$ cat src/rtl/alu_ctrl_stage.sv
`default_nettype none
// ============================================================================
//  Module   : alu_ctrl_stage
//  Purpose  : ID/EX ALU control stage. Decodes opcode/funct3/funct7 into the
//             ALU operation code and flags branches and unsupported encodings.
//             The decoded result sits in a one-entry valid/ready register with
//             stall and flush support.
//  Ports    : clk, reset (sync, active-high)
//             in_valid/in_ready, in_opcode, in_funct3, in_funct7, in_tag
//             flush
//             out_valid/out_ready, Operation, out_is_branch, out_illegal,
//             out_tag
//             cnt_total, cnt_branch, cnt_illegal (performance counters)
//  Config   : `define ALU_CTRL_PERF_CNT_EN builds the retire counters;
//             otherwise the counter ports are tied to zero.
//  Revision : 1.0  initial release
// ============================================================================
module alu_ctrl_stage #(
    parameter int OPCODE_LENGTH = 4,
    parameter int TAG_WIDTH     = 5
) (
    input  logic                     clk,
    input  logic                     reset,
    input  logic                     in_valid,
    output logic                     in_ready,
    input  logic [6:0]               in_opcode,
    input  logic [2:0]               in_funct3,
    input  logic [6:0]               in_funct7,
    input  logic [TAG_WIDTH-1:0]     in_tag,
    input  logic                     flush,
    output logic                     out_valid,
    input  logic                     out_ready,
    output logic [OPCODE_LENGTH-1:0] Operation,
    output logic                     out_is_branch,
    output logic                     out_illegal,
    output logic [TAG_WIDTH-1:0]     out_tag,
    output logic [31:0]              cnt_total,
    output logic [31:0]              cnt_branch,
    output logic [31:0]              cnt_illegal
);

    // ALU operation codes
    localparam logic [OPCODE_LENGTH-1:0] c_OP_AND = OPCODE_LENGTH'(4'b0000);
    localparam logic [OPCODE_LENGTH-1:0] c_OP_OR  = OPCODE_LENGTH'(4'b0001);
    localparam logic [OPCODE_LENGTH-1:0] c_OP_ADD = OPCODE_LENGTH'(4'b0010);
    localparam logic [OPCODE_LENGTH-1:0] c_OP_XOR = OPCODE_LENGTH'(4'b0101);
    localparam logic [OPCODE_LENGTH-1:0] c_OP_SUB = OPCODE_LENGTH'(4'b0110);
    localparam logic [OPCODE_LENGTH-1:0] c_OP_SLL = OPCODE_LENGTH'(4'b0111);
    localparam logic [OPCODE_LENGTH-1:0] c_OP_EQ  = OPCODE_LENGTH'(4'b1000);
    localparam logic [OPCODE_LENGTH-1:0] c_OP_NE  = OPCODE_LENGTH'(4'b1001);
    localparam logic [OPCODE_LENGTH-1:0] c_OP_GT  = OPCODE_LENGTH'(4'b1010);
    localparam logic [OPCODE_LENGTH-1:0] c_OP_SLT = OPCODE_LENGTH'(4'b1100);
    localparam logic [OPCODE_LENGTH-1:0] c_OP_SRA = OPCODE_LENGTH'(4'b1110);
    localparam logic [OPCODE_LENGTH-1:0] c_OP_SRL = OPCODE_LENGTH'(4'b1111);

    // Major opcodes
    localparam logic [6:0] c_OPC_R      = 7'b0110011;
    localparam logic [6:0] c_OPC_I      = 7'b0010011;
    localparam logic [6:0] c_OPC_LOAD   = 7'b0000011;
    localparam logic [6:0] c_OPC_STORE  = 7'b0100011;
    localparam logic [6:0] c_OPC_JAL    = 7'b1101111;
    localparam logic [6:0] c_OPC_JALR   = 7'b1100111;
    localparam logic [6:0] c_OPC_LUI    = 7'b0110111;
    localparam logic [6:0] c_OPC_AUIPC  = 7'b0010111;
    localparam logic [6:0] c_OPC_BRANCH = 7'b1100011;

    localparam logic [6:0] c_F7_BASE = 7'b0000000;
    localparam logic [6:0] c_F7_ALT  = 7'b0100000;

    // ------------------------------------------------------------------
    // Decode
    // ------------------------------------------------------------------
    logic [OPCODE_LENGTH-1:0] dec_op;
    logic                     dec_branch;
    logic                     dec_illegal;

    always_comb begin
        dec_op      = c_OP_AND;
        dec_branch  = 1'b0;
        dec_illegal = 1'b0;
        case (in_opcode)
            c_OPC_R: begin
                case (in_funct3)
                    3'b000: begin
                        if (in_funct7 == c_F7_BASE)     dec_op = c_OP_ADD;
                        else if (in_funct7 == c_F7_ALT) dec_op = c_OP_SUB;
                        else                            dec_illegal = 1'b1;
                    end
                    3'b101: begin
                        if (in_funct7 == c_F7_BASE)     dec_op = c_OP_SRL;
                        else if (in_funct7 == c_F7_ALT) dec_op = c_OP_SRA;
                        else                            dec_illegal = 1'b1;
                    end
                    3'b011: dec_illegal = 1'b1;
                    default: begin
                        // Remaining R-type ops have no alternate funct7 form
                        if (in_funct7 != c_F7_BASE) begin
                            dec_illegal = 1'b1;
                        end else begin
                            case (in_funct3)
                                3'b111:  dec_op = c_OP_AND;
                                3'b110:  dec_op = c_OP_OR;
                                3'b100:  dec_op = c_OP_XOR;
                                3'b001:  dec_op = c_OP_SLL;
                                3'b010:  dec_op = c_OP_SLT;
                                default: dec_illegal = 1'b1;
                            endcase
                        end
                    end
                endcase
            end
            c_OPC_I: begin
                // funct7 only carries meaning for the shift-immediate forms
                case (in_funct3)
                    3'b000: dec_op = c_OP_ADD;
                    3'b101: begin
                        if (in_funct7 == c_F7_BASE || in_funct7 == c_F7_ALT)
                            dec_op = in_funct7[5] ? c_OP_SRA : c_OP_SRL;
                        else
                            dec_illegal = 1'b1;
                    end
                    3'b001: begin
                        if (in_funct7 == c_F7_BASE) dec_op = c_OP_SLL;
                        else                        dec_illegal = 1'b1;
                    end
                    3'b111:  dec_op = c_OP_AND;
                    3'b110:  dec_op = c_OP_OR;
                    3'b100:  dec_op = c_OP_XOR;
                    3'b010:  dec_op = c_OP_SLT;
                    default: dec_illegal = 1'b1;
                endcase
            end
            c_OPC_LOAD, c_OPC_STORE, c_OPC_JAL,
            c_OPC_JALR, c_OPC_LUI, c_OPC_AUIPC: begin
                dec_op = c_OP_ADD;
            end
            c_OPC_BRANCH: begin
                dec_branch = 1'b1;
                case (in_funct3)
                    3'b000:  dec_op = c_OP_EQ;
                    3'b001:  dec_op = c_OP_NE;
                    3'b100:  dec_op = c_OP_SLT;
                    3'b101:  dec_op = c_OP_GT;
                    default: dec_illegal = 1'b1;
                endcase
            end
            default: dec_illegal = 1'b1;
        endcase
        // Illegal entries travel with a neutral payload
        if (dec_illegal) begin
            dec_op     = '0;
            dec_branch = 1'b0;
        end
    end

    // ------------------------------------------------------------------
    // One-entry pipeline register
    // ------------------------------------------------------------------
    logic                     valid_q,   valid_d;
    logic [OPCODE_LENGTH-1:0] op_q,      op_d;
    logic                     branch_q,  branch_d;
    logic                     illegal_q, illegal_d;
    logic [TAG_WIDTH-1:0]     tag_q,     tag_d;

    logic load;
    logic retire;

    assign in_ready = !reset && !flush && (!valid_q || out_ready);
    assign load     = in_valid && in_ready;
    // A flushed entry is dropped, not retired
    assign retire   = valid_q && out_ready && !flush;

    always_comb begin
        valid_d   = valid_q;
        op_d      = op_q;
        branch_d  = branch_q;
        illegal_d = illegal_q;
        tag_d     = tag_q;
        if (flush) begin
            valid_d = 1'b0;
        end else if (load) begin
            valid_d   = 1'b1;
            op_d      = dec_op;
            branch_d  = dec_branch;
            illegal_d = dec_illegal;
            tag_d     = in_tag;
        end else if (retire) begin
            valid_d = 1'b0;
        end
    end

    always_ff @(posedge clk) begin
        if (reset) begin
            valid_q   <= 1'b0;
            op_q      <= '0;
            branch_q  <= 1'b0;
            illegal_q <= 1'b0;
            tag_q     <= '0;
        end else begin
            valid_q   <= valid_d;
            op_q      <= op_d;
            branch_q  <= branch_d;
            illegal_q <= illegal_d;
            tag_q     <= tag_d;
        end
    end

    assign out_valid     = valid_q;
    assign Operation     = op_q;
    assign out_is_branch = branch_q;
    assign out_illegal   = illegal_q;
    assign out_tag       = tag_q;

    // ------------------------------------------------------------------
    // Retire counters
    // ------------------------------------------------------------------
`ifdef ALU_CTRL_PERF_CNT_EN
    logic [31:0] cnt_total_q,   cnt_total_d;
    logic [31:0] cnt_branch_q,  cnt_branch_d;
    logic [31:0] cnt_illegal_q, cnt_illegal_d;

    always_comb begin
        cnt_total_d   = cnt_total_q;
        cnt_branch_d  = cnt_branch_q;
        cnt_illegal_d = cnt_illegal_q;
        if (retire) begin
            cnt_total_d = cnt_total_q + 32'd1;
            if (branch_q)  cnt_branch_d  = cnt_branch_q + 32'd1;
            if (illegal_q) cnt_illegal_d = cnt_illegal_q + 32'd1;
        end
    end

    always_ff @(posedge clk) begin
        if (reset) begin
            cnt_total_q   <= '0;
            cnt_branch_q  <= '0;
            cnt_illegal_q <= '0;
        end else begin
            cnt_total_q   <= cnt_total_d;
            cnt_branch_q  <= cnt_branch_d;
            cnt_illegal_q <= cnt_illegal_d;
        end
    end

    assign cnt_total   = cnt_total_q;
    assign cnt_branch  = cnt_branch_q;
    assign cnt_illegal = cnt_illegal_q;
`else
    assign cnt_total   = '0;
    assign cnt_branch  = '0;
    assign cnt_illegal = '0;
`endif

endmodule
`default_nettype wire

$ cat config.mk
export PLATFORM = sky130hd
export DESIGN_NAME = alu_ctrl_stage
export DESIGN_NICKNAME = d
export VERILOG_FILES = /design/src/rtl/alu_ctrl_stage.sv
export SDC_FILE = /design/constraint.sdc
export NUM_CORES = 1
export LEC_CHECK = 0
export ABC_AREA = 1
export CAP_MARGIN = 10
export CORE_AREA = 3 3 79 81
export DETAILED_ROUTE_END_ITERATION = 6
export DIE_AREA = 0 0 82 84
export PLACE_DENSITY = 0.76
export SLEW_MARGIN = 40
export SYNTH_ARGS = -nofsm -noshare
export SYNTH_HDL_FRONTEND = slang
export SYNTH_SLANG_ARGS = --single-unit
$ cat constraint.sdc
create_clock -name clk -period 1.2 [get_ports clk]
set_clock_uncertainty 0.05 [all_clocks]
set_input_delay 0.3 -clock clk [delete_from_list [all_inputs] [get_ports clk]]
set_output_delay 0.3 -clock clk [all_outputs]
set_load 0.01 [all_outputs]
# Word-level counts from Yosys, hierarchy flattened
# Cells that the tools add are included.
# totals
ff_bits	12
in_bits	27
wordCells	72
# classes
eq_ne	17
muxes	28
n_bitwise	1
reduce_logical	21
# op_table
op	count
one-hot mux 4 bit (4 select lines)	3
equality test 7 x 6 -> 1 bit, second input constant	4
one-hot mux 4 bit (6 select lines)	1
equality test 7 bit, second input constant	3
two-way mux 4 bit	5
equality test 7 x 5 -> 1 bit, second input constant	2
equality test 3 bit, second input constant	4
two-way mux 1 bit	12
one-hot mux 4 bit (3 select lines)	1
OR reduction 5 bit	2
two-way mux 3 bit	3
equality test 7 x 2 -> 1 bit, second input constant	1
logical NOT 7 bit	1
nonzero test 7 bit	1
equality test 3 x 2 -> 1 bit, second input constant	2
OR reduction 6 bit	1
logical AND 1 bit	5
one-hot mux 1 bit (4 select lines)	1
OR reduction 2 bit	2
OR reduction 4 bit	1
equality test 3 x 1 -> 1 bit, second input constant	1
logical NOT 1 bit	3
logical NOT 3 bit	1
one-hot mux 1 bit (3 select lines)	1
other kinds (5)	6

# Longest topological paths before layout
# Gate-level depths: netlist (run 1).
# depth
ltp_word	7
depth_mapped	11
mapped_depth_nobuf	11

# Worst setup path before layout (run 1)
# Ideal clock, no wire load.
# synth_path
path_type	in2reg
start	input in_funct7[1]
end	register illegal_q (netlist: out_illegal)
setup_ns	0.113
arrival_ns	1.123
slack_ns	-0.086
path_stages	8
n_path_buf	0
cell_sequence	nor2_1 nand2_1 nor2_4 o21ai_0 o21ai_4 nand2_1 o211ai_2 inv_2
# synth_between
elab_chain_cells	5
# synth_lines
element	line_no	text
from (decl)	28	input logic [6:0] in_funct7,
equality test 7 x 6 -> 1 bit or logical NOT 7 bit (tied branches)	n/a	
two-way mux 1 bit or logical OR 1 bit (tied branches)	86, 91, 117	
two-way mux 1 bit, on equally long branches	90, 117	
one-hot mux 1 bit (2 select lines) or one-hot mux 1 bit (3 select lines) (tied branches)	83, 114	
one-hot mux 1 bit (4 select lines) (*)	81	case (in_opcode)
to (signal assigned)	203	illegal_q <= illegal_d;
to (decl)	162	logic illegal_q, illegal_d;
# Mark *: on every way between the ends. The rest lies on a longest branch, timed or not.
# A chain may end at the register's enable or synchronous reset.

# Final worst setup path (run 1)
# layout_path
start	register valid_q (netlist: out_valid)
end	output in_ready
# layout_between
elab_chain_cells	3
# layout_lines
element	line_no	text
from (decl)	159	logic valid_q, valid_d;
from (signal assigned)	200	valid_q <= valid_d;
logical NOT 1 bit	168	assign in_ready = !reset && !flush && (!valid_q || out_ready);
logical OR 1 bit	168	
logical AND 1 bit	168	
to (decl)	25	output logic in_ready,
# Every way passes these cells.

==> impl_metrics.prom, run 1 <==
# TYPE chip_impl_metric gauge
chip_impl_info{name="run_status",value="finished, violations left"} 1
chip_impl_info{name="failed_checks",value="negative setup slack"} 1
chip_impl_metric{name="n_antenna_cell",unit=""} 0
chip_impl_metric{name="dpl.cell_count",unit=""} 392
chip_impl_metric{name="fin_crit",unit="ns"} 1.306
chip_impl_metric{name="effective_utilization_at_floorplan",unit="%"} 30.40
chip_impl_metric{name="synth.avg_cell_area",unit="sq um"} 6.553
chip_impl_metric{name="ant_nets",unit=""} 0
chip_impl_info{name="criticalPathCategory",value="flop to primary output"} 1
chip_impl_info{name="cts.root.buffer_cell",value="sky130_fd_sc_hd__clkbuf_8"} 1
chip_impl_metric{name="die_h",unit="um"} 84
chip_impl_metric{name="arrival",unit="ns"} 0.96
chip_impl_metric{name="r2r_slack",unit="ns"} -0.09
chip_impl_metric{name="post-route-drc-count",unit=""} 0
chip_impl_metric{name="fmax_achieved",unit="MHz"} 765.5
chip_impl_metric{name="grt_max_degree",unit=""} 7
chip_impl_metric{name="detail_route.iter0.violations",unit=""} 39
chip_impl_metric{name="fillers",unit=""} 577
chip_impl_metric{name="layout_setup_ws",unit="ns"} -0.1064
chip_impl_metric{name="global_placer_s_final_weighted_congestion",unit=""} 0.8541
chip_impl_metric{name="drt_pass1_iterations",unit=""} 4
chip_impl_metric{name="path_max_fanout",unit=""} 2
chip_impl_info{name="grt_setup_unrepaired",value="true"} 1
chip_impl_metric{name="grt_first_pass_wirelength",unit="um"} 5837
chip_impl_metric{name="cts_made_buffers",unit=""} 3
chip_impl_metric{name="grt_remaining_overflow",unit=""} 0
chip_impl_info{name="synth_area_leaders",value="sky130_fd_sc_hd__buf_4 (43%), sky130_fd_sc_hd__dfxtp_1 (14%), sky130_fd_sc_hd__nand2_1 (8.2%)"} 1
chip_impl_info{name="cts_tree",value="built"} 1
chip_impl_metric{name="die-area",unit="sq um"} 6888
chip_impl_metric{name="cp_slowest_stage_delay",unit="ns"} 0.32
chip_impl_info{name="hp-class",value="input pin to flop"} 1
chip_impl_info{name="worstHoldStart",value="reset"} 1
chip_impl_metric{name="clockBufferDepth",unit=""} 2
chip_impl_info{name="final_common_cell",value="sky130_fd_sc_hd__conb_1"} 1
chip_impl_metric{name="synth_cell_types",unit=""} 25
chip_impl_info{name="final_cell_mix",value="sky130_fd_sc_hd__conb_1 (96), sky130_fd_sc_hd__buf_4 (24), sky130_fd_sc_hd__nand2_1 (23)"} 1
chip_impl_metric{name="post_synth_inst_count",unit=""} 257
chip_impl_metric{name="wl",unit="um"} 3790
chip_impl_metric{name="crit_buf_inv",unit=""} 3
chip_impl_metric{name="dp_slack",unit="ns"} -0.6948
chip_impl_metric{name="max-vdd-ir-drop",unit="mV"} 0.2897
chip_impl_info{name="worstReg2RegStart",value="out_valid$_SDFFE_PP0P_"} 1
chip_impl_metric{name="netlist_area",unit="sq um"} 1684
chip_impl_metric{name="synth-seq-area-share",unit="%"} 14.26
chip_impl_metric{name="min_path_cells",unit=""} 3
chip_impl_metric{name="avgRoutedWirePerCell",unit="um"} 9.428
chip_impl_metric{name="finalCritPeriodShare",unit="%"} 108.9
chip_impl_metric{name="yosys_warnings",unit=""} 0
chip_impl_metric{name="path_clk_slew",unit="ns"} 0.05
chip_impl_metric{name="finalNonFillerCells",unit=""} 402
chip_impl_metric{name="cts.hold.buffers_added",unit=""} 0
chip_impl_info{name="crit_path_cell_trace",value="inv_2 > nor2_4 > buf_4 > nor2_2 > buf_2"} 1
chip_impl_metric{name="drv.max_cap_violation_count",unit=""} 0
chip_impl_metric{name="vias_per_cell",unit=""} 3.739
chip_impl_metric{name="layout_cells_sized_above_1",unit="%"} 42.12
chip_impl_info{name="end_kind",value="primary output"} 1
chip_impl_metric{name="insertion_delay",unit="ns"} 0.23
chip_impl_metric{name="total_via_count_after_detailed_routing",unit=""} 1503
chip_impl_metric{name="grt_antenna_before_repair",unit=""} 0
chip_impl_metric{name="dp.final_hpwl",unit="um"} 3049
chip_impl_metric{name="setup_viol",unit=""} 12
chip_impl_metric{name="final_net_count",unit=""} 359
chip_impl_metric{name="yosys_register_bits",unit=""} 12
chip_impl_metric{name="worst-r2r-cell-count",unit=""} 10
chip_impl_info{name="worstSetupStartpointType",value="flop"} 1
chip_impl_metric{name="fp.coreArea",unit="sq um"} 5540
chip_impl_metric{name="ios",unit=""} 136
chip_impl_info{name="capture_point_of_the_worst_reg_to_reg_path",value="Operation[0]$_SDFFE_PP0P_"} 1
chip_impl_metric{name="globalRouteTotalUtil",unit="%"} 10.00
chip_impl_metric{name="floorplan.die.width",unit="um"} 82
chip_impl_metric{name="required",unit="ns"} 0.85
chip_impl_info{name="critPathLaunch",value="out_valid$_SDFFE_PP0P_"} 1
chip_impl_metric{name="p_per_area",unit="nW/um^2"} 562.3
chip_impl_metric{name="cts.sinks",unit=""} 12
chip_impl_metric{name="worst_hold_slack",unit="ns"} 0.3388
chip_impl_metric{name="crit_cells",unit=""} 5
chip_impl_metric{name="report.final.hold_viol_count",unit=""} 0
chip_impl_info{name="crit_path_leading_delay_family",value="flip-flops"} 1
chip_impl_metric{name="total_leakage_power",unit="nW"} 1.273
chip_impl_info{name="synth_area_leader_cell",value="sky130_fd_sc_hd__buf_4"} 1
chip_impl_metric{name="syn2layout_area_growth",unit="%"} 35.96
chip_impl_metric{name="h_tree_depth_reported_by_cts",unit=""} 1
chip_impl_metric{name="timing_max_transition_violations_final",unit=""} 0
chip_impl_metric{name="row_count",unit=""} 27
chip_impl_metric{name="synth.top_cell.area_share",unit="%"} 42.79
chip_impl_metric{name="buffer_ports.inserted",unit=""} 39
chip_impl_metric{name="first_global_vias",unit=""} 1361
chip_impl_info{name="cp_slowest_cell",value="sky130_fd_sc_hd__dfxtp_2"} 1
chip_impl_info{name="worstHoldEndpoint",value="out_is_branch$_SDFFE_PP0P_"} 1
==> power breakdown <==
group	total (W)	internal [W]	switching [W]
clock network	0.000354	0.000220	0.000134
registers	0.000418	0.000412	0.00000598
logic	0.000516	0.000180	0.000336
==> synth_stat cells <==
library cell,instances
sky130_fd_sc_hd__nand2_1,37
sky130_fd_sc_hd__nor3_1,2
sky130_fd_sc_hd__o21ai_4,1
sky130_fd_sc_hd__o211ai_2,1
sky130_fd_sc_hd__inv_1,19
sky130_fd_sc_hd__nand3b_1,1
sky130_fd_sc_hd__nor2_4,3
sky130_fd_sc_hd__o21ai_1,1
sky130_fd_sc_hd__buf_2,1
sky130_fd_sc_hd__nor2_2,2
sky130_fd_sc_hd__a21oi_1,8
sky130_fd_sc_hd__nand3_1,20
sky130_fd_sc_hd__dfxtp_1,12
sky130_fd_sc_hd__nor3_4,1
sky130_fd_sc_hd__nand3_2,3
sky130_fd_sc_hd__buf_4,96
sky130_fd_sc_hd__nand2_2,6
sky130_fd_sc_hd__nor2_1,25
sky130_fd_sc_hd__o21ai_0,8
sky130_fd_sc_hd__o21bai_1,1
sky130_fd_sc_hd__nor3_2,1
sky130_fd_sc_hd__a21oi_2,1
sky130_fd_sc_hd__inv_2,4
sky130_fd_sc_hd__conb_1,1
sky130_fd_sc_hd__clkinv_1,2
==> sequential cells by signal, summed over array words and instances, names as in the netlist <==
register / flops
out_tag: 5
Operation: 4
out_valid: 1
out_is_branch: 1
out_illegal: 1
==> final cells by class <==
class / count / area [sq um] / share of cell area, %
multi-input cells: 218 / 1241 / 54.21
clock buffers: 3 / 41.29 / 1.803
well taps: 72 / 90.09 / 3.934
flip-flops and latches: 12 / 242.7 / 10.60
repair buffers: 72 / 571.8 / 24.97
inverters: 25 / 102.6 / 4.481
==> worst max-delay path by stage <==
| stage | to |
|---|---|
| finish | in_ready |
| global route | Operation[0]$_SDFFE_PP0P_ |
| CTS | in_ready |
| detailed placement | out_illegal$_SDFFE_PP0P_ |
| global placement | out_illegal$_SDFFE_PP0P_ |
| floorplan | out_illegal$_SDFFE_PP0P_ |
==> per-stage QoR <==
step | area (sq um) | utilization (%) | setup TNS, ns | power (W)
global placement | 2039 | 36.81 | -7.420 | 0.0008839
detailed placement | 2039 | 36.81 | -7.631 | 0.0008892
finish | 2290 | 41.33 | -0.7668 | 0.001288
global route | 2290 | 41.33 | -1.756 | 0.001364
floorplan | 2090 | - | -0.004677 | 0.0009105
CTS | 2191 | 39.54 | -1.217 | 0.001254
==> what timing repair did <==
action,in CTS,in global routing
pin swaps,33,24
cloned,1,0
buffers inserted,5,1
resized for setup,129,58
setup endpoints to repair,24,20
==> per-layer routing <==
metal | vias to the layer above | global-route usage, % | wire length [um]
met4 | 0 | 1.964 | 7
met3 | 2 | 0.9719 | 383
met2 | 82 | 18.88 | 2026
met5 | - | 0 | 0
met1 | 661 | 11.82 | 1372
li1 | 758 | - | -
==> worst reg2reg max path, stage by stage (launching register included) <==
cell and delay, ns:
sky130_fd_sc_hd__dfxtp_2 0.32, sky130_fd_sc_hd__inv_2 0.06, sky130_fd_sc_hd__nor2_4 0.03, sky130_fd_sc_hd__buf_6 0.11
sky130_fd_sc_hd__nor3_4 0.14, sky130_fd_sc_hd__nand2_1 0.09, sky130_fd_sc_hd__clkinv_2 0.06, sky130_fd_sc_hd__nand2_4 0.05
sky130_fd_sc_hd__nor2_4 0.09, sky130_fd_sc_hd__nand3_2 0.08, sky130_fd_sc_hd__a21oi_2 0.13
==> cell families after synthesis <==
group / Yosys count / share of synthesized area (%)
flip-flops: 12 / 14.26
AO/OA/AOI/OAI: 21 / 7.727
other: 1 / 0.2227
buffers and inverters: 122 / 48.66
AND/OR/NAND/NOR: 101 / 29.12
Note: power is estimated with default switching activity, not from simulation.
==> inputs of run 2 (changes only) <==
--- a/config.mk
+++ b/config.mk
@@ -7,11 +7,10 @@
 export LEC_CHECK = 0
 export ABC_AREA = 1
 export CAP_MARGIN = 10
-export CORE_AREA = 3 3 79 81
+export CORE_AREA = 3 3 94 69
 export DETAILED_ROUTE_END_ITERATION = 6
-export DIE_AREA = 0 0 82 84
-export PLACE_DENSITY = 0.76
-export SLEW_MARGIN = 40
+export DIE_AREA = 0 0 97 72
+export PLACE_DENSITY = 0.75
 export SYNTH_ARGS = -nofsm -noshare
 export SYNTH_HDL_FRONTEND = slang
 export SYNTH_SLANG_ARGS = --single-unit
==> run 2 against run 1 <==
The flow still finishes with violations (negative setup slack). Worst hold slack improved by 0.014 ns. Critical path depth rose by 5. Largest power group unchanged. Critical path type is now flop to flop. Fmax grew 2.5%. Critical endpoint is now Operation[0]$_SDFFE_PP0P_.
==> impl_metrics.prom, run 2 (same netlist as run 1, synthesis figures left out) <==
# TYPE chip_impl_metric gauge
chip_impl_info{name="run_status",value="finished, violations left"} 1
chip_impl_info{name="failed_checks",value="negative setup slack"} 1
chip_impl_metric{name="timing_max_transition_violations_final",unit=""} 0
chip_impl_metric{name="grt_remaining_overflow",unit=""} 0
chip_impl_metric{name="totalNegativeSetupSlack",unit="ns"} -0.3645
chip_impl_info{name="end_kind",value="flop"} 1
chip_impl_metric{name="first_global_vias",unit=""} 1270
chip_impl_info{name="cts.root.buffer_cell",value="sky130_fd_sc_hd__clkbuf_8"} 1
chip_impl_metric{name="n_antenna_cell",unit=""} 0
chip_impl_info{name="worstSetupStartpointType",value="flop"} 1
chip_impl_metric{name="dpl_cell_area",unit="sq um"} 2036
chip_impl_metric{name="global_placer_s_final_weighted_congestion",unit=""} 0.8439
chip_impl_metric{name="detail_route.iter0.violations",unit=""} 45
chip_impl_metric{name="setup_viol",unit=""} 12
chip_impl_metric{name="max-vdd-ir-drop",unit="mV"} 0.2463
chip_impl_metric{name="total_via_count_after_detailed_routing",unit=""} 1484
chip_impl_metric{name="cellInternalPower",unit="W"} 0.0008027
chip_impl_metric{name="finalCritPeriodShare",unit="%"} 106.2
chip_impl_metric{name="wl",unit="um"} 3824
chip_impl_metric{name="report.final.hold_viol_count",unit=""} 0
chip_impl_metric{name="path_max_fanout",unit=""} 2
chip_impl_metric{name="p_per_area",unit="nW/um^2"} 577.4
chip_impl_metric{name="multi_input_area",unit="sq um"} 1220
chip_impl_metric{name="vias_per_cell",unit=""} 3.692
chip_impl_metric{name="fp.coreArea",unit="sq um"} 5669
chip_impl_metric{name="pwr-share-clk",unit="%"} 28.4
chip_impl_metric{name="globalRouteTotalUtil",unit="%"} 9.454
chip_impl_metric{name="p_switching",unit="W"} 0.0004796
chip_impl_metric{name="ant_nets",unit=""} 0
chip_impl_metric{name="clockBufferDepth",unit=""} 2
chip_impl_metric{name="cts.hold.buffers_added",unit=""} 0
chip_impl_metric{name="grt_antenna_before_repair",unit=""} 0
chip_impl_metric{name="min_path_cells",unit=""} 3
chip_impl_info{name="final_cell_mix",value="sky130_fd_sc_hd__conb_1 (96), sky130_fd_sc_hd__nand2_1 (25), sky130_fd_sc_hd__buf_4 (19)"} 1
chip_impl_metric{name="final_net_count",unit=""} 356
chip_impl_info{name="grt_setup_unrepaired",value="true"} 1
chip_impl_metric{name="arrival",unit="ns"} 1.40
chip_impl_metric{name="h_tree_depth_reported_by_cts",unit=""} 1
chip_impl_metric{name="effective_utilization_at_floorplan",unit="%"} 29.71
chip_impl_metric{name="die-area",unit="sq um"} 6984
chip_impl_metric{name="power.sequential.fraction",unit="%"} 32.7
chip_impl_metric{name="layout_cells_sized_above_1",unit="%"} 41.90
chip_impl_metric{name="insertion_delay",unit="ns"} 0.24
chip_impl_info{name="hp-class",value="input pin to flop"} 1
chip_impl_metric{name="combinationalPowerShare",unit="%"} 38.9
chip_impl_metric{name="grt_first_pass_wirelength",unit="um"} 5637
chip_impl_metric{name="ios",unit=""} 136
chip_impl_metric{name="fin_util",unit="%"} 39.17
chip_impl_metric{name="required",unit="ns"} 1.32
chip_impl_metric{name="die_h",unit="um"} 72
chip_impl_metric{name="dpl.cell_count",unit=""} 394
chip_impl_metric{name="drt_pass1_iterations",unit=""} 4
chip_impl_metric{name="largest_reg_flops",unit=""} 5
chip_impl_metric{name="layout.area.seq",unit="sq um"} 241.5
chip_impl_metric{name="worst_hold_slack",unit="ns"} 0.3530
chip_impl_info{name="final_common_cell",value="sky130_fd_sc_hd__conb_1"} 1
chip_impl_metric{name="fmax_achieved",unit="MHz"} 784.3
chip_impl_metric{name="dp.final_hpwl",unit="um"} 3142
chip_impl_metric{name="cts.sinks",unit=""} 12
chip_impl_metric{name="fillers",unit=""} 597
chip_impl_metric{name="finalNonFillerCells",unit=""} 402
chip_impl_metric{name="power.switching_fraction",unit="%"} 37.40
chip_impl_metric{name="grt_max_degree",unit=""} 7
chip_impl_metric{name="row_count",unit=""} 23
chip_impl_metric{name="total_leakage_power",unit="nW"} 1.226
chip_impl_metric{name="avgRoutedWirePerCell",unit="um"} 9.512
chip_impl_metric{name="buffer_ports.inserted",unit=""} 39
chip_impl_metric{name="post-route-drc-count",unit=""} 0
chip_impl_metric{name="final_area",unit="sq um"} 2221
chip_impl_metric{name="drv.max_cap_violation_count",unit=""} 0
chip_impl_metric{name="floorplan.die.width",unit="um"} 97
chip_impl_metric{name="syn2layout_area_growth",unit="%"} 31.87
chip_impl_metric{name="worst-r2r-cell-count",unit=""} 10
chip_impl_info{name="criticalPathCategory",value="flop to flop"} 1
chip_impl_metric{name="layout_setup_ws",unit="ns"} -0.07496
chip_impl_metric{name="cts_made_buffers",unit=""} 3
chip_impl_info{name="cts_tree",value="built"} 1
chip_impl_metric{name="fin_crit",unit="ns"} 1.275
chip_impl_metric{name="path_clk_slew",unit="ns"} 0.05
## run 2: area by class of cell
type / instances / area share [%]
multi-input cells: 218 / 54.93
clock buffers: 3 / 1.859
flip-flops and latches: 12 / 10.87
well taps: 75 / 4.225
repair buffers: 69 / 23.49
inverters: 25 / 4.620
## run 2: power by group through the flow
stage                     Clock, W  Combinational [W]  Sequential (W)
after global placement           0           0.000457        0.000425
after floorplan                  0           0.000480        0.000431
after CTS                 0.000373           0.000478        0.000417
after global routing      0.000394           0.000547        0.000421
after detailed placement         0           0.000463        0.000425
final                     0.000364           0.000499        0.000419
## run 2: critical path: stages (launching register included)
cell and delay (ns):
sky130_fd_sc_hd__dfxtp_2 0.32, sky130_fd_sc_hd__inv_2 0.04, sky130_fd_sc_hd__nor2_2 0.03, sky130_fd_sc_hd__buf_6 0.11, sky130_fd_sc_hd__nor3_4 0.13, sky130_fd_sc_hd__nand2_1 0.09, sky130_fd_sc_hd__clkinv_2 0.05, sky130_fd_sc_hd__nand2_2 0.05
sky130_fd_sc_hd__nor2_4 0.10, sky130_fd_sc_hd__nand3_2 0.10, sky130_fd_sc_hd__a21oi_2 0.14
## run 2: per-stage QoR
step	total power [W]	setup slack [ns]
after floorplan	0.0009105	-0.004677
after global placement	0.0008819	-0.6570
after CTS	0.001268	-0.1268
after detailed placement	0.0008883	-0.7132
after global routing	0.001361	-0.1455
final	0.001282	-0.07496
## run 2: layer usage
layer / global-route usage (%) / up-vias / wire length, um
met5: 0 / - / 0
met1: 11.56 / 666 / 1463
met3: 2.017 / 6 / 261
met4: 2.336 / 0 / 55
met2: 17.13 / 63 / 2044
li1: - / 749 / -
## run 2: timing repair
action,CTS,global route
gates cloned,2,0
resized for setup,131,53
pin swaps,30,32
setup buffers,1,2
setup endpoints to repair,24,24
## run 2: path summary, 6_finish.rpt
path                             start                   endpoint  slack [ns]
max             out_valid$_SDFFE_PP0P_  Operation[0]$_SDFFE_PP0P_       -0.07
min                              reset  Operation[1]$_SDFFE_PP0P_        0.35
max reg2reg     out_valid$_SDFFE_PP0P_  Operation[0]$_SDFFE_PP0P_       -0.07
min reg2reg  Operation[0]$_SDFFE_PP0P_  Operation[0]$_SDFFE_PP0P_        0.43
==> inputs of run 3 (changes only) <==
--- a/config.mk
+++ b/config.mk
@@ -10,6 +10,7 @@
 export CORE_AREA = 3 3 94 69
 export DETAILED_ROUTE_END_ITERATION = 6
 export DIE_AREA = 0 0 97 72
+export MAX_ROUTING_LAYER = met4
 export PLACE_DENSITY = 0.75
 export SYNTH_ARGS = -nofsm -noshare
 export SYNTH_HDL_FRONTEND = slang
==> run 3 against run 2 <==
The flow still finishes with violations (negative setup slack). Die area did not move. Combinational power is essentially flat. Sequential power hardly changed. Global-route usage up 0.29 points. Sequential cell count unchanged. Total power about the same. Core utilization unchanged. Via count is 0.20% lower. Sequential share of layout area unchanged. Count of clock-buffer cells in the layout is the same. Worst setup slack hardly changed. Critical path type unchanged. Largest power group unchanged.
==> impl_metrics.prom, run 3 (same netlist as run 1, synthesis figures left out) <==
# TYPE chip_impl_metric gauge
chip_impl_metric{name="clockBufferDepth",unit=""} 2
chip_impl_info{name="cp_slowest_cell",value="sky130_fd_sc_hd__dfxtp_2"} 1
chip_impl_metric{name="fin_crit",unit="ns"} 1.275
chip_impl_metric{name="cellInternalPower",unit="W"} 0.0008027
chip_impl_metric{name="insertion_delay",unit="ns"} 0.24
chip_impl_info{name="cts.root.buffer_cell",value="sky130_fd_sc_hd__clkbuf_8"} 1
chip_impl_metric{name="ant_nets",unit=""} 0
chip_impl_metric{name="path_max_fanout",unit=""} 2
chip_impl_metric{name="cts.hold.buffers_added",unit=""} 0
chip_impl_metric{name="grt_first_pass_wirelength",unit="um"} 5644
chip_impl_metric{name="power.sequential.fraction",unit="%"} 32.7
chip_impl_metric{name="r2r_slack",unit="ns"} -0.08
chip_impl_metric{name="layout_setup_ws",unit="ns"} -0.07517
chip_impl_metric{name="post-route-drc-count",unit=""} 0
chip_impl_metric{name="layout_cells_sized_above_1",unit="%"} 41.90
chip_impl_metric{name="cts.sinks",unit=""} 12
chip_impl_metric{name="crit_buf_inv",unit=""} 3
chip_impl_metric{name="fp.coreArea",unit="sq um"} 5669
chip_impl_metric{name="pwr-share-clk",unit="%"} 28.4
chip_impl_metric{name="detail_route.iter0.violations",unit=""} 45
chip_impl_info{name="hp-class",value="input pin to flop"} 1
chip_impl_metric{name="setup_viol",unit=""} 12
chip_impl_metric{name="totalNegativeSetupSlack",unit="ns"} -0.3649
chip_impl_metric{name="fmax_achieved",unit="MHz"} 784.2
chip_impl_info{name="cts_tree",value="built"} 1
chip_impl_metric{name="global_placer_s_final_weighted_congestion",unit=""} 0.8571
chip_impl_metric{name="power.switching_fraction",unit="%"} 37.41
chip_impl_metric{name="worst-r2r-cell-count",unit=""} 10
chip_impl_info{name="end_kind",value="flop"} 1
chip_impl_metric{name="dp_slack",unit="ns"} -0.7132
chip_impl_metric{name="drv.max_cap_violation_count",unit=""} 0
chip_impl_metric{name="buffer_ports.inserted",unit=""} 39
chip_impl_metric{name="design_power_total",unit="W"} 0.001282
chip_impl_metric{name="die-area",unit="sq um"} 6984
chip_impl_metric{name="timing_max_transition_violations_final",unit=""} 0
chip_impl_metric{name="floorplan.die.width",unit="um"} 97
chip_impl_metric{name="syn2layout_area_growth",unit="%"} 31.87
chip_impl_metric{name="grt_remaining_overflow",unit=""} 0
chip_impl_metric{name="first_global_vias",unit=""} 1270
chip_impl_info{name="criticalPathCategory",value="flop to flop"} 1
chip_impl_info{name="crit_path_leading_delay_family",value="simple AND/OR/NAND/NOR gates"} 1
chip_impl_metric{name="p_per_area",unit="nW/um^2"} 577.5
chip_impl_metric{name="largest_reg_flops",unit=""} 5
chip_impl_metric{name="grt_antenna_before_repair",unit=""} 0
chip_impl_metric{name="drt_pass1_iterations",unit=""} 4
chip_impl_info{name="final_common_cell",value="sky130_fd_sc_hd__conb_1"} 1
chip_impl_metric{name="required",unit="ns"} 1.32
chip_impl_metric{name="n_antenna_cell",unit=""} 0
chip_impl_metric{name="cts_made_buffers",unit=""} 3
chip_impl_metric{name="finalCritPeriodShare",unit="%"} 106.3
chip_impl_info{name="worstSetupStartpointType",value="flop"} 1
chip_impl_metric{name="avgRoutedWirePerCell",unit="um"} 9.542
chip_impl_info{name="grt_setup_unrepaired",value="true"} 1
chip_impl_info{name="crit_path_cell_trace",value="inv_2 > nor2_2 > buf_6 > nor3_4 > nand2_1 > clkinv_2 > nand2_2 > nor2_4 > nand3_2 > a21oi_2"} 1
chip_impl_metric{name="vias_per_cell",unit=""} 3.684
chip_impl_metric{name="h_tree_depth_reported_by_cts",unit=""} 1
chip_impl_metric{name="final_net_count",unit=""} 356
chip_impl_metric{name="combinationalPowerShare",unit="%"} 38.9
chip_impl_info{name="final_cell_mix",value="sky130_fd_sc_hd__conb_1 (96), sky130_fd_sc_hd__nand2_1 (25), sky130_fd_sc_hd__buf_4 (19)"} 1
chip_impl_metric{name="path_clk_slew",unit="ns"} 0.05
chip_impl_metric{name="wl",unit="um"} 3836
chip_impl_metric{name="p_switching",unit="W"} 0.0004798
chip_impl_info{name="failed_checks",value="negative setup slack"} 1
chip_impl_metric{name="ios",unit=""} 136
chip_impl_metric{name="max-vdd-ir-drop",unit="mV"} 0.2463
chip_impl_metric{name="cp_slowest_stage_delay",unit="ns"} 0.32
chip_impl_metric{name="crit_cells",unit=""} 10
chip_impl_metric{name="grt_max_degree",unit=""} 7
chip_impl_metric{name="dp.final_hpwl",unit="um"} 3142
chip_impl_metric{name="arrival",unit="ns"} 1.40
chip_impl_metric{name="row_count",unit=""} 23
chip_impl_info{name="run_status",value="finished, violations left"} 1
chip_impl_metric{name="min_path_cells",unit=""} 3
chip_impl_metric{name="total_leakage_power",unit="nW"} 1.226
chip_impl_metric{name="globalRouteTotalUtil",unit="%"} 9.741
chip_impl_metric{name="total_via_count_after_detailed_routing",unit=""} 1481
chip_impl_metric{name="die_h",unit="um"} 72
chip_impl_metric{name="effective_utilization_at_floorplan",unit="%"} 29.71
chip_impl_metric{name="report.final.hold_viol_count",unit=""} 0
run 3: what timing repair did:
action	in CTS	in global routing
resized for setup	131	53
endpoints found under the setup margin	24	24
gates cloned	2	0
pin swaps	30	32
endpoints found under the hold margin	0	0
setup buffers	1	2
run 3: area by class of cell:
class	instances	area [sq um]
Tap cell	75	93.84
Multi-Input combinational cell	218	1220
Inverter	25	102.6
Fill cell	597	3448
Clock buffer	3	41.29
Timing Repair Buffer	69	521.8
Sequential cell	12	241.5
run 3: path summary, 6_finish.rpt:
| path | from | endpoint |
|---|---|---|
| max | out_valid$_SDFFE_PP0P_ | Operation[0]$_SDFFE_PP0P_ |
| min | reset | Operation[1]$_SDFFE_PP0P_ |
| max reg2reg | out_valid$_SDFFE_PP0P_ | Operation[0]$_SDFFE_PP0P_ |
| min reg2reg | Operation[0]$_SDFFE_PP0P_ | Operation[0]$_SDFFE_PP0P_ |
run 3: metrics by stage:
step	hold slack [ns]	utilization, %	area, sq um	cells
floorplan	0.3124	-	2090	352
finish	0.3530	39.17	2221	402
global route	0.3652	39.17	2221	402
CTS	0.4003	38.82	2201	400
global placement	0.4054	35.91	2036	394
detailed placement	0.4115	35.91	2036	394
run 3: per-layer routing:
| layer | wire [um] | part of all wire (%) | GRT usage, % | vias to the layer above |
|---|---|---|---|---|
| met1 | 1470 | 38 | 11.62 | 663 |
| met3 | 257 | 6.7 | 1.921 | 6 |
| met4 | 55 | 1.4 | 2.336 | 0 |
| met2 | 2053 | 54 | 17.13 | 63 |
| met5 | 0 | 0 | - | - |
| li1 | - | - | - | 749 |
run 3: worst min-delay path, cell delays in order:
cell,delay (ns)
sky130_fd_sc_hd__clkbuf_2,0.11
sky130_fd_sc_hd__buf_4,0.16
sky130_fd_sc_hd__a21oi_2,0.03
run 3: power by group through the flow:
stage,Combinational (W),Sequential [W],Clock [W]
global placement,0.000457,0.000425,0
global route,0.000547,0.000421,0.000394
CTS,0.000478,0.000417,0.000373
floorplan,0.000480,0.000431,0
finish,0.000500,0.000419,0.000364
detailed placement,0.000463,0.000425,0
